<file path="src/rtl/fifo_read_ctrl.sv">
// fifo_read_ctrl: read-side controller of the async FIFO (r_clk domain).
// The RAM's registered read port is the output data stage; en_read only fires when that stage is free.
module fifo_read_ctrl #(
    parameter int ADDR_WIDTH = 4,
    parameter int RAM_HIGH   = 16,
    parameter int RAM_WIDTH  = 8,
    parameter int AE_LEVEL   = 2
) (
    input  logic                  r_clk,
    input  logic                  r_rst,
    input  logic [ADDR_WIDTH:0]   wptr_gray_sync,
    input  logic [RAM_WIDTH-1:0]  ram_r_data,
    output logic                  en_read,
    output logic [ADDR_WIDTH-1:0] r_addr,
    output logic [ADDR_WIDTH:0]   rptr_gray,
    output logic                  empty,
    output logic                  almost_empty,
    output logic [ADDR_WIDTH:0]   level,
    output logic                  m_valid,
    output logic [RAM_WIDTH-1:0]  m_data,
    input  logic                  m_ready
);
    localparam logic [ADDR_WIDTH:0] AE = AE_LEVEL[ADDR_WIDTH:0];
    logic [ADDR_WIDTH:0] rptr_bin, rptr_nxt, wptr_bin;
    if (RAM_HIGH != 2**ADDR_WIDTH) begin : g_bad_depth
        $error("RAM_HIGH must equal 2**ADDR_WIDTH");
    end
    always_comb begin
        wptr_bin = '0;
        wptr_bin[ADDR_WIDTH] = wptr_gray_sync[ADDR_WIDTH];
        for (int i = ADDR_WIDTH - 1; i >= 0; i--) wptr_bin[i] = wptr_bin[i+1] ^ wptr_gray_sync[i];
    end
    assign rptr_nxt     = rptr_bin + 1'b1;
    assign empty        = rptr_gray == wptr_gray_sync;
    assign level        = wptr_bin - rptr_bin;
    assign almost_empty = level <= AE;
    assign r_addr       = rptr_bin[ADDR_WIDTH-1:0];
    assign m_data       = ram_r_data;
    // Reset gating keeps the RAM idle while a (possibly lagging) write pointer still looks non-empty
    assign en_read      = !r_rst && !empty && (!m_valid || m_ready);
    always_ff @(posedge r_clk or posedge r_rst) begin
        if (r_rst) begin
            rptr_bin  <= '0;
            rptr_gray <= '0;
            m_valid   <= 1'b0;
        end else begin
            if (en_read) begin
                rptr_bin  <= rptr_nxt;
                rptr_gray <= rptr_nxt ^ (rptr_nxt >> 1);
            end
            m_valid <= en_read ? 1'b1 : m_ready ? 1'b0 : m_valid;
        end
    end
endmodule

</file>
<file path="config.mk">
export PLATFORM = sky130hd
export DESIGN_NAME = fifo_read_ctrl
export DESIGN_NICKNAME = d
export VERILOG_FILES = /design/src/rtl/fifo_read_ctrl.sv
export SDC_FILE = /design/constraint.sdc
export NUM_CORES = 1
export LEC_CHECK = 0
export CAP_MARGIN = 20
export CORE_MARGIN = 3
export CORE_UTILIZATION = 42
export DETAILED_ROUTE_END_ITERATION = 10
export PLACE_DENSITY = 0.84
export SLEW_MARGIN = 25
export SYNTH_ARGS = -nofsm -noshare
export SYNTH_HDL_FRONTEND = slang
export SYNTH_SLANG_ARGS = --single-unit
</file>
<file path="constraint.sdc">
create_clock -name r_clk -period 9.2 [get_ports r_clk]
set_clock_uncertainty 0.05 [all_clocks]
set_input_delay 1.84 -clock r_clk [delete_from_list [all_inputs] [get_ports r_clk]]
set_output_delay 1.84 -clock r_clk [all_outputs]
set_load 0.02 [all_outputs]
</file>
==> metrics, run 1 <==
status finished, final reports clean; Post-DRT Antenna Nets 0; residual DRC count 0; worst hold path depth 1; Synth Area in Compound Gates 0.105; largest family of logic cells by synthesized area XOR/XNOR gates; # IOs 42; Hold-fix buffers, CTS 0; post-synthesis cell count 83; fin. max-slew vios 0; layout net count 126; Area contributors post-synth dfrtp_1, xnor2_1, ha_1; CTS root buf clkbuf_4; TritonCTS Buffers 3; H-tree levels 1; Max Clk Rate 0.136 GHz; crit share post-route 0.800; largest net degree at the start of global routing 11; clock latency on the worst-skew pair 0.27 ns; Synth Area per Inst 9.89 sq um; syn_nets 105; Setup Viol. Count Final 0; CTS resizes 0; critical-path cell list clkdlybuf4s50_1 > xor2_1 > xor2_1 > xor2_1 > xnor2_1 > ha_1 > inv_1 > fa_1 > a21o_1 > a21oi_1 > xor2_1 > a2111oi_0 > clkdlybuf4s50_1; via/cell ratio 4.88; number of inserted diodes 0; Syn. warnings 0; minimum clock period 7.36 ns; post-synth top area share 0.305; Pleak 0.453 nW; die outline width 50.2 um; drt pass-1 iters 2; Critical Path RT 7.31 ns; simple-gate share of the synthesized area 0.0869; multiplexer area fraction after synthesis 0.0686; vias in the first global route 607; drt initial violations 2; Core Region 1780 sq um; initial antenna violation count 0; Yosys top cell by area dfrtp_1; TritonCTS clock tree built; Clock Sinks 10; Worst Hold Class reg2reg; Hold Vio Cnt, Final 0; Routability Congestion 0.797; RSZ-0062 raised after global routing no; first-pass GRT wire length 2.78 mm; area delta synth->final 30.9%; Area after DPL 1040 sq um; clock tree buffer depth 2; post-synthesis xor/xnor area fraction 0.224; crit path DAT 5.47 ns; setup tns final 0 ns; FF+latch count, synth 10; CP endpoint kind output port; Yosys cell types 26; Worst Tran Pin Value 0.569 ns; Slowest-stage cell, CP clkdlybuf4s50_1; IO Port Bufs 25; Final HPWL DP 1.33 mm; crit-path leading delay family buffers and inverters; number of cells on the critical path 13; Worst Setup Start Kind input port; routed len/inst 12.7 um; Row Count 15; area of the mapped netlist 821 sq um; CTS clk-pin slew, worst paths 0.06 ns; final wirelength 1.62 mm; design area 1070 sq um; Buf/Inv on CP 3; R2R cell count 4; total setup buffers inserted after CTS 0; grt ovf 0; ratio of cells with drive above 1 in the final layout 0.0971; Synth Area in Adders 0.101; cell mode on critical path xor2_1; Max-Cap Viols 0; Initial Util 0.460; Crit Path Class in2out; full die area 2520 sq um; Design Power 0.468 mW; Pwr Density 435 nW/um^2; Peak VDD IR 225 uV; Via Count 625; Slowest Stage Delay on Critical Path 0.67 ns; sequential cell area fraction in the yosys report 0.305; CP max FO 3; Die H 50.2 um; Slew headroom 0.619; GRT Total Usage 0.144
## flip-flops by register name, indices dropped and copies added (netlist names)
register,flops
rptr_gray,5
rptr_bin,4
m_valid,1
## per-stage QoR
step                      std cells   util  worst slack (ns)  hold slack [ns]
final                           128  0.603              1.84            0.504
after global routing            128  0.603              1.42            0.534
after detailed placement        124  0.582              1.83            0.492
after floorplan                  83      -              2.34            0.599
after CTS                       128  0.603              1.81            0.507
after global placement          124  0.582              1.87            0.493
## cell usage after synthesis
cell type and n:
xnor2_1 14, dfrtp_1 10, buf_4 8, inv_1 7, xor2_1 7, ha_1 5, mux2_2 5, nor2b_1 3
o211ai_1 3, and3_1 2, nand2_1 2, nand4_1 2, nor2_1 2, a2111oi_0 1, a21boi_0 1, a21o_1 1
a21oi_1 1, and2_1 1, clkbuf_1 1, fa_1 1, o21a_1 1, o21ai_0 1, o21ai_2 1, o21bai_1 1
o22ai_1 1, or3_1 1
## metal layers
| metal | global-route usage | part of all wire |
|---|---|---|
| met2 | 0.246 | 0.49 |
| met4 | 0.0369 | 0.0086 |
| met1 | 0.178 | 0.45 |
| met3 | 0.0386 | 0.055 |
| met5 | 0 | 0 |
## layout make-up
class	count	area (sq um)
Clock buffer	4	36.3
Fill cell	149	708
Inverter	7	26.3
Multi-Input combinational cell	57	480
Sequential cell	10	250
Tap cell	25	31.3
Timing Repair Buffer	25	250
## placed cells by master, fill, tap and decap left out, types with 2 or more instances in the layout
master	Yosys	final
clkdlybuf4s50_1	0	25
xnor2_1	14	14
dfrtp_1	10	10
xor2_1	7	7
inv_1	7	7
mux2_2	5	5
ha_1	5	5
nor2b_1	3	3
o211ai_1	3	3
clkbuf_4	0	3
nand4_1	2	2
nor2_1	2	2
nand2_1	2	2
and3_1	2	2
## worst paths after layout
| path | from | endpoint | slack, ns |
|---|---|---|---|
| min | rptr_gray[1] | rptr_gray[1] | 0.50 |
| max in group asynchronous | r_rst | rptr_gray[2] | 6.94 |
| max reg2reg | rptr_gray[3] | rptr_gray[0] | 7.34 |
| min reg2reg | rptr_gray[1] | rptr_gray[1] | 0.50 |
| min in group asynchronous | r_rst | rptr_gray[3] | 1.87 |
| max | wptr_gray_sync[3] | almost_empty | 1.84 |
## cell families after synthesis
kind of cell    Yosys count
fa+ha+maj                 6
xor+xnor                 21
flops                    10
buf+inv                  16
compound gates           12
simple gates             13
mux                       5
## power by group
group	internal [mW]	switching, mW	leakage (nW)
clock	0.0240	0.0159	0.0210
sequential	0.0656	0.0312	0.118
combinational	0.173	0.158	0.314
total	0.263	0.205	0.453
No activity file was read; power rests on OpenSTA's default activity.
==> run 2: changes to the inputs <==
--- a/config.mk
+++ b/config.mk
@@ -7,9 +7,9 @@
 export LEC_CHECK = 0
 export CAP_MARGIN = 20
 export CORE_MARGIN = 3
-export CORE_UTILIZATION = 42
+export CORE_UTILIZATION = 35
 export DETAILED_ROUTE_END_ITERATION = 10
-export PLACE_DENSITY = 0.84
+export PLACE_DENSITY = 0.75
 export SLEW_MARGIN = 25
 export SYNTH_ARGS = -nofsm -noshare
 export SYNTH_HDL_FRONTEND = slang
==> constraint.sdc (replaced) <==
create_clock -name r_clk -period 6.3 [get_ports r_clk]
set_clock_uncertainty 0.05 [all_clocks]
set_input_delay 1.26 -clock r_clk [delete_from_list [all_inputs] [get_ports r_clk]]
set_output_delay 1.26 -clock r_clk [all_outputs]
set_load 0.02 [all_outputs]
==> metrics, run 2 (synthesis results as in run 1) <==
number of flip-flops in the largest register 5 (unchanged); Slew headroom 0.645 (+0.0262); drt pass-1 iters 4 (+2); dpl cells 126 (+1.6%); fin. max-slew vios 0 (unchanged); Setup Viol. Count Final 0 (unchanged); Core Region 2080 sq um (+17%); minimum clock period 5.86 ns; design area 1090 sq um (+1.3%); R2R Setup Slk 4.49 ns (-2.85 ns); IO Port Bufs 25 (unchanged); Worst Hold Class reg2reg; Post-Place Setup Slack 0.0568 ns (-1.78 ns); final design utilization 0.523 (-0.0800); Max Clk Rate 0.171 GHz; CP endpoint kind output port; CTS root buf clkbuf_4; drt initial violations 10 (+8); Area after DPL 1040 sq um (+0.24%); clock latency on the worst-skew pair 0.28 ns (about the same); crit path capture level[4]; crit share post-route 0.929; number of inserted diodes 0 (unchanged); Slowest-stage cell, CP clkdlybuf4s50_1; vias in the first global route 648 (+6.8%); TritonCTS clock tree built; status finished, final reports clean; clock tree buffer depth 2 (unchanged); TritonCTS Buffers 3 (unchanged); hold slack 0.512 ns (+0.00833 ns); ratio of cells with drive above 1 in the final layout 0.107 (+0.00971); clock power share 0.086 (about the same); Clock Sinks 10 (unchanged); area delta synth->final 32.6%; Reg power frac 0.211 (+0.004); CTS clk-pin slew, worst paths 0.06 ns (about the same); Crit Path Class in2out; Pleak 0.471 nW (+4.1%); commonest non-fill, non-tap cells in the layout clkdlybuf4s50_1, xnor2_1, dfrtp_1; first-pass GRT wire length 2.76 mm (-0.72%); Peak VDD IR 337 uV (+50%); Pwr Density 637 nW/um^2 (+46%); Slowest Stage Delay on Critical Path 0.64 ns (-0.03 ns); r2r endpoint rptr_gray[1]; Critical Path RT 4.99 ns (-2.32 ns); setup ws final 0.444 ns (-1.40 ns); CP max FO 3 (unchanged); Design Power 0.694 mW (+48%); Via Count 634 (+1.4%); R2R cell count 4 (unchanged); final wirelength 1.73 mm (+6.5%); most common cell after layout, fill and taps aside clkdlybuf4s50_1; Combinational Power Share 0.703 (-0.004); residual DRC count 0 (unchanged); critical-path cell list clkdlybuf4s50_1 > xor2_1 > xor2_1 > xor2_2 > xnor2_1 > ha_1 > inv_1 > fa_1 > a21o_1 > a21oi_1 > xor2_1 > clkdlybuf4s50_1; Power Internal 0.384 mW (+46%); biggest regs rptr_gray (5), rptr_bin (4), m_valid (1); Psw 0.310 mW (+51%); Worst Setup Start Kind input port; Routability Congestion 0.775 (-2.8%); GRT Total Usage 0.129 (-0.0152); Layout fillers 214 (+44%); largest net degree at the start of global routing 11 (unchanged); H-tree levels 1 (unchanged); Initial Util 0.394 (-0.0661); Die H 54.4 um (+8.4%); reg-to-reg startpoint rptr_gray[3]; sw frac 0.447 (+0.00791); # IOs 42 (unchanged); die outline width 54.4 um (+8.4%); routed len/inst 13.3 um (+4.8%); Hold Vio Cnt, Final 0 (unchanged); Worst Tran Pin Value 0.530 ns (-0.0392 ns); cell mode on critical path xor2_1; Final HPWL DP 1.36 mm (+2.4%); non-filler cells, final 130 (+1.6%); full die area 2960 sq um (+18%); initial antenna violation count 0 (unchanged); Biggest register rptr_gray; worst hold path depth 1 (unchanged); Setup crit start wptr_gray_sync[3]; Row Count 16 (+1); Max-Cap Viols 0 (unchanged); RSZ-0062 raised after global routing no; via/cell ratio 4.88 (-0.12%); Post-DRT Antenna Nets 0 (unchanged); setup tns final 0 ns (unchanged); grt ovf 0 (unchanged); crit path DAT 4.55 ns (-0.92 ns); layout net count 126 (unchanged)
[run 2: changes by cell type in the layout (fill, tap and decap cells not counted)]
cell | previous run | this run
xor2_1 | 7 | 6
clkdlybuf4s50_1 | 25 | 24
a2111oi_0 | 1 | 0
dlymetal6s2s_1 | 0 | 1
a2111oi_1 | 0 | 1
xor2_2 | 0 | 1
[run 2: timing repair]
item / 4_1_cts / 5_1_grt
hold buffers: 0 / 0
setup endpoints to repair: 0 / 1
resized for setup: 0 / 3
setup buffers: 0 / 0
[run 2: worst min-delay path by stage]
stage                       startpoint      endpoint  slack [ns]
after floorplan           rptr_gray[4]  rptr_gray[4]        0.60
after global placement    rptr_gray[2]  rptr_gray[2]        0.49
after detailed placement  rptr_gray[2]  rptr_gray[2]        0.51
after CTS                 rptr_gray[1]  rptr_gray[1]        0.52
after global routing      rptr_gray[1]  rptr_gray[1]        0.54
final                     rptr_gray[1]  rptr_gray[1]        0.51
[run 2: worst max-delay path: cells and delay by family]
kind | cells | cell delay, ns
AOI/OAI and AO/OA | 2 | 0.33
buffers and inverters | 3 | 1.20
xor gates and xnor gates | 5 | 1.16
adders and majority gates | 2 | 0.59
[run 2: area by class of cell]
cell class | instances | area, sq um | area share
repair buffers | 25 | 253 | 0.232
clock buffers | 4 | 36.3 | 0.0333
multi-input cells | 57 | 489 | 0.449
inverters | 7 | 26.3 | 0.0241
flip-flops and latches | 10 | 250 | 0.230
well taps | 27 | 33.8 | 0.0310
[run 2: power groups by stage]
| stage | Sequential, mW | Clock, mW | Combinational [mW] |
|---|---|---|---|
| after global routing | 0.152 | 0.0634 | 0.531 |
| after global placement | 0.145 | 0 | 0.479 |
| final | 0.147 | 0.0595 | 0.488 |
| after CTS | 0.146 | 0.0600 | 0.492 |
| after floorplan | 0.168 | 0 | 0.291 |
| after detailed placement | 0.146 | 0 | 0.488 |
[run 2: layer usage]
layer / track usage / up-vias / part of all wire
met1: 0.156 / 295 / 0.42
met4: 0.0622 / 0 / 0.0058
li1: - / 312 / -
met5: 0 / - / 0
met2: 0.217 / 25 / 0.52
met3: 0.0245 / 2 / 0.049
==> run 3: changes to the inputs <==
--- a/config.mk
+++ b/config.mk
@@ -10,7 +10,6 @@
 export CORE_UTILIZATION = 35
 export DETAILED_ROUTE_END_ITERATION = 10
 export PLACE_DENSITY = 0.75
-export SLEW_MARGIN = 25
 export SYNTH_ARGS = -nofsm -noshare
 export SYNTH_HDL_FRONTEND = slang
 export SYNTH_SLANG_ARGS = --single-unit
==> results of run 3 <==
Final layout, timing and power as in run 2 (identical DEF).
